### src/rtl/multi_fifo_arbiter.sv
// multi_fifo_arbiter: merges N_CH source word FIFOs into one FIFO-style read
// port for out_fifo. The arbiter uses round-robin fairness, an optional
// priority channel, bounded bursts and per-channel enables. The merged
// read/empty/data path is combinational from the registered grant, so a
// granted word is presented with no extra pipeline stage.
module multi_fifo_arbiter #(
  parameter int N_CH      = 4,
  parameter int DSIZE     = 32,
  parameter int PRIO_CH   = N_CH - 1,
  parameter int MAX_BURST = 1,
  localparam int ID_W     = (N_CH > 1) ? $clog2(N_CH) : 1
) (
  input  logic                  BUS_CLK,
  input  logic                  BUS_RST,
  input  logic [N_CH-1:0]       CH_ENABLE,
  input  logic [N_CH-1:0]       CH_EMPTY,
  input  logic [N_CH*DSIZE-1:0] CH_DATA,
  output logic [N_CH-1:0]       CH_READ,
  input  logic                  FIFO_READ,
  output logic                  FIFO_EMPTY,
  output logic [DSIZE-1:0]      FIFO_DATA,
  output logic                  GRANT_VALID,
  output logic [ID_W-1:0]       GRANT_ID
);

  // An out-of-range PRIO_CH turns the priority override off entirely.
  localparam logic            PRIO_ON    = (PRIO_CH >= 0) && (PRIO_CH < N_CH);
  localparam int              PRIO_IDX   = PRIO_ON ? PRIO_CH : 0;
  localparam logic [ID_W-1:0] PRIO_ID    = ID_W'(PRIO_IDX);
  localparam logic [ID_W-1:0] LAST_ID    = ID_W'(N_CH - 1);
  localparam logic [7:0]      BURST_LAST = 8'(MAX_BURST - 1);

  logic            grant_valid;
  logic [ID_W-1:0] grant_id;
  logic [7:0]      burst_cnt;

  logic            next_valid;
  logic [ID_W-1:0] next_id;
  logic [7:0]      next_cnt;

  logic [N_CH-1:0] eligible;
  logic            leave_burst;
  logic            rearb;
  logic            prio_take;
  logic            rr_found;
  logic [ID_W-1:0] rr_id;
  int              rr_idx;

  // Decide whether to re-arbitrate this cycle and which channel wins.
  always_comb begin
    eligible    = CH_ENABLE & ~CH_EMPTY;
    leave_burst = grant_valid & FIFO_READ & (burst_cnt == BURST_LAST);
    rearb       = ~grant_valid | leave_burst |
                  (~FIFO_READ & (CH_EMPTY[grant_id] | ~CH_ENABLE[grant_id]));

    // The priority channel may not immediately re-take a grant it just
    // finished a full burst on, so other channels cannot be starved.
    prio_take   = PRIO_ON && eligible[PRIO_IDX] &&
                  !(leave_burst && (grant_id == PRIO_ID));

    // Round-robin starts just after the current grant and wraps at N_CH,
    // so the current channel is the last candidate examined.
    rr_found = 1'b0;
    rr_id    = grant_id;
    rr_idx   = 0;
    for (int k = 1; k <= N_CH; k++) begin
      rr_idx = int'(grant_id) + k;
      if (rr_idx >= N_CH) rr_idx = rr_idx - N_CH;
      if (!rr_found && eligible[ID_W'(rr_idx)]) begin
        rr_found = 1'b1;
        rr_id    = ID_W'(rr_idx);
      end
    end

    next_valid = grant_valid;
    next_id    = grant_id;
    next_cnt   = burst_cnt;
    if (rearb) begin
      next_cnt = 8'd0;
      if (prio_take) begin
        next_valid = 1'b1;
        next_id    = PRIO_ID;
      end else if (rr_found) begin
        next_valid = 1'b1;
        next_id    = rr_id;
      end else begin
        next_valid = 1'b0;
      end
    end else if (FIFO_READ) begin
      next_cnt = burst_cnt + 8'd1;
    end
  end

  // Grant state register; reset parks the pointer so the first search hits channel 0.
  always_ff @(posedge BUS_CLK) begin
    if (BUS_RST) begin
      grant_valid <= 1'b0;
      grant_id    <= LAST_ID;
      burst_cnt   <= 8'd0;
    end else begin
      grant_valid <= next_valid;
      grant_id    <= next_id;
      burst_cnt   <= next_cnt;
    end
  end

  // Steer the merged read port onto the granted channel.
  always_comb begin
    CH_READ = '0;
    for (int i = 0; i < N_CH; i++) begin
      CH_READ[i] = grant_valid & (grant_id == ID_W'(i)) & FIFO_READ;
    end
    FIFO_EMPTY  = ~grant_valid | CH_EMPTY[grant_id];
    FIFO_DATA   = grant_valid ? CH_DATA[int'(grant_id)*DSIZE +: DSIZE] : '0;
    GRANT_VALID = grant_valid;
    GRANT_ID    = grant_id;
  end

endmodule
### config.mk
export PLATFORM = sky130hd
export DESIGN_NAME = multi_fifo_arbiter
export DESIGN_NICKNAME = d
export VERILOG_FILES = /design/src/rtl/multi_fifo_arbiter.sv
export SDC_FILE = /design/constraint.sdc
export NUM_CORES = 1
export LEC_CHECK = 0
export BUFFER_PORTS_ARGS = -buffer_cell sky130_fd_sc_hd__buf_2
export CORE_MARGIN = 2
export CORE_UTILIZATION = 35
export CTS_BUF_LIST = sky130_fd_sc_hd__clkbuf_4
export CTS_CLUSTER_SIZE = 14
export DETAILED_ROUTE_END_ITERATION = 10
export PLACE_DENSITY = 0.78
export SLEW_MARGIN = 10
export SYNTH_ARGS = -nofsm -noshare
export SYNTH_HDL_FRONTEND = slang
export SYNTH_SLANG_ARGS = --single-unit
### constraint.sdc
create_clock -name BUS_CLK -period 2.3 [get_ports BUS_CLK]
set_input_delay 0.345 -clock BUS_CLK [delete_from_list [all_inputs] [get_ports BUS_CLK]]
set_output_delay 0.345 -clock BUS_CLK [all_outputs]
set_load 0.02 [all_outputs]
==> impl_metrics.ini <==
[outcome]
status = finished, final reports clean

[timing]
slew_headroom_pct = 74.0
hold_violations = 0
finalSetupViolations = 0
grt_setup_unrepaired = false
min_period_over_period_pct = 95.4
fmax_mhz = 456
slew_viol_final = 0
period_minus_slack_ns = 2.19
finClkSkew_ns = 0.00588
worstMarginPinSlew_ns = 0.387

[yosys]
synth_xor_area_share_pct = 3.34
synth_simple_gate_area_share_pct = 25.7
netlist_area_um2 = 1840
yosys.area_share.adder_pct = 4.08
synth_edf_count = 0
synth.distinct_cells = 37
synth_top_family_by_area = multiplexers
synthesis.nets = 317
synth_seq_cells = 11
yosys_warnings = 0
async_flop_share_pct = 0
ys.flop_type = dfxtp_1
netlist_instances = 172
synth_compound_area_share_pct = 4.29
avgSynthCellArea_um2 = 10.7
ys_seq_area_share_pct = 12.0
muxShareOfSynthArea_pct = 45.7

[floorplan]
die_w_um = 76.5
start_util_pct = 36.2
coreArea_um2 = 5070
io_pins = 179
row_count = 26
die_area_um2 = 5850
die_h_um = 76.5

[layout]
mostFrequentLayoutCells = 178 x buf_2, 36 x mux4_2, 33 x and2_1
layout-area-overhead-vs-synth_pct = 55.4
fin_nets = 491
fin_area_um2 = 2860
final_common_cell = buf_2
drive_gt1_share_pct = 69.3

[clock_network]
htree_levels = 1
clockRootBuffer = clkbuf_4
cts_sinks = 11
clk_path_buf_depth = 2
clock_latency_ns = 0.28
cts_inserted_buffers = 3
path_clk_slew_ns = 0.08
cts_tree = built
post_cts_buffers = 0

[setup_path]
r2r_start = GRANT_ID[1]
r2r_cells = 8
cp-endpoint = FIFO_DATA[7]
required_ns = 1.96
cp-startpoint = GRANT_ID[0]
r2r-end = GRANT_ID[0]
path_class = reg -> out
worst_setup_path_end_kind = output pin
cp.arrival_ns = 1.85
startpoint_type = flop
critPathMaxFanout = 16
rrSetupSlack_ns = 0.21

[drt]
post_drt_wl_per_cell_um = 17.5
wirelength_mm = 7.27
routed-via-count = 2173
dr.first_iter.drc_count = 125
vias_per_cell = 5.22
remaining_drc_errors = 0
ant_nets = 0
first_pass_iters = 4

[placement]
place.gp.congestion = 0.889
io_buffer_count = 178
postPlaceCellArea_um2 = 2790
hpwl_mm = 6.13

[global_route]
grt_pass1_vias = 2245
antenna_found_initial = 0
track_usage_pct = 24.5
grt_pass1_wl_mm = 11.4
gr-total-overflow = 0
grt_start_max_net_pins = 22

[power]
total_power_mw = 2.47
peakVddDrop_uv = 429
p_leak_nw = 1.46
power_density_nw_per_um2 = 866

[job]
drv_cap = 0

[min_path]
hold_path.startpoint = BUS_RST
hold_class = in -> reg
state kept, by name, indices dropped and copies added, names as in the netlist:
signal / flops
GRANT_ID: 2
GRANT_VALID: 1
burst_cnt: 8
power breakdown:
part | internal (mW) | switching (mW)
Clock | 0.0792 | 0.0711
Sequential | 0.221 | 0.0582
Combinational | 1.03 | 1.01
metal layers:
layer  routed length [µm]  GRT usage, %
met3                  543          5.69
met2                 3610          42.7
met4                   35          2.73
met5                    0             0
met1                 3080          31.9
cell families (layout without fill, tap and decap cells):
family	count (synthesis)	in the layout
AOI/OAI and AO/OA	12	12
xor gates and xnor gates	7	7
adders and majority gates	6	6
buffers and inverters	19	192
DFF	11	11
muxes	39	39
other	0	1
and+or+nand+nor	78	78
synthesized netlist by cell type, types with 2 or more instances:
library cell,number,area (µm²)
buf_2,6,30.0
ha_1,6,75.1
buf_1,2,7.51
dfxtp_1,11,220
nor4_1,2,12.5
clkbuf_1,5,18.8
nor3_1,4,20.0
and3_1,6,37.5
nor2_2,8,50.1
mux4_2,36,811
nand4_1,3,18.8
inv_1,3,11.3
nand2_1,3,11.3
nor2b_1,5,31.3
a211oi_1,2,15.0
nor2_1,5,18.8
mux2i_1,3,30.0
nand2b_1,3,18.8
xor2_1,6,52.6
and2_1,33,206
a21oi_1,4,20.0
worst max-delay path: stages, from the launching register on:
cell and delay (ns):
dfxtp_4 0.46, buf_12 0.20, mux4_2 0.56, and2_1 0.19, buf_2 0.15
worst min-delay path by stage:
stage                               to  depth (start not counted)
after floorplan            GRANT_VALID                          1
after global routing       GRANT_VALID                          2
after detailed placement  burst_cnt[7]                          2
after global placement    burst_cnt[7]                          2
final                      GRANT_VALID                          2
after CTS                  GRANT_VALID                          2
final cells by class:
class / count / area, µm²
fillers: 468 / 2220
multi-input cells: 142 / 1540
repair buffers: 184 / 961
flip-flops and latches: 11 / 225
well taps: 70 / 87.6
clock buffers: 4 / 30.0
inverters: 4 / 15.0
diodes: 1 / 2.50
per-stage QoR:
stage	cells	setup slack [ns]	hold slack, ns	setup TNS [ns]	util, %
finish	416	0.105	0.331	0	56.3
global route	415	0.0283	0.351	0	56.2
CTS	415	0.0420	0.330	0	55.8
detailed placement	411	0.123	0.501	0	55.0
global placement	411	0.159	0.497	0	55.0
floorplan	172	-0.0735	0.414	-1.57	-
timing repair:
item,4_1_cts,5_1_grt
endpoints found under the setup margin,32,18
cloned,0,0
resized for setup,4,5
hold buffers,0,0
(Power assumes the default switching activity.)
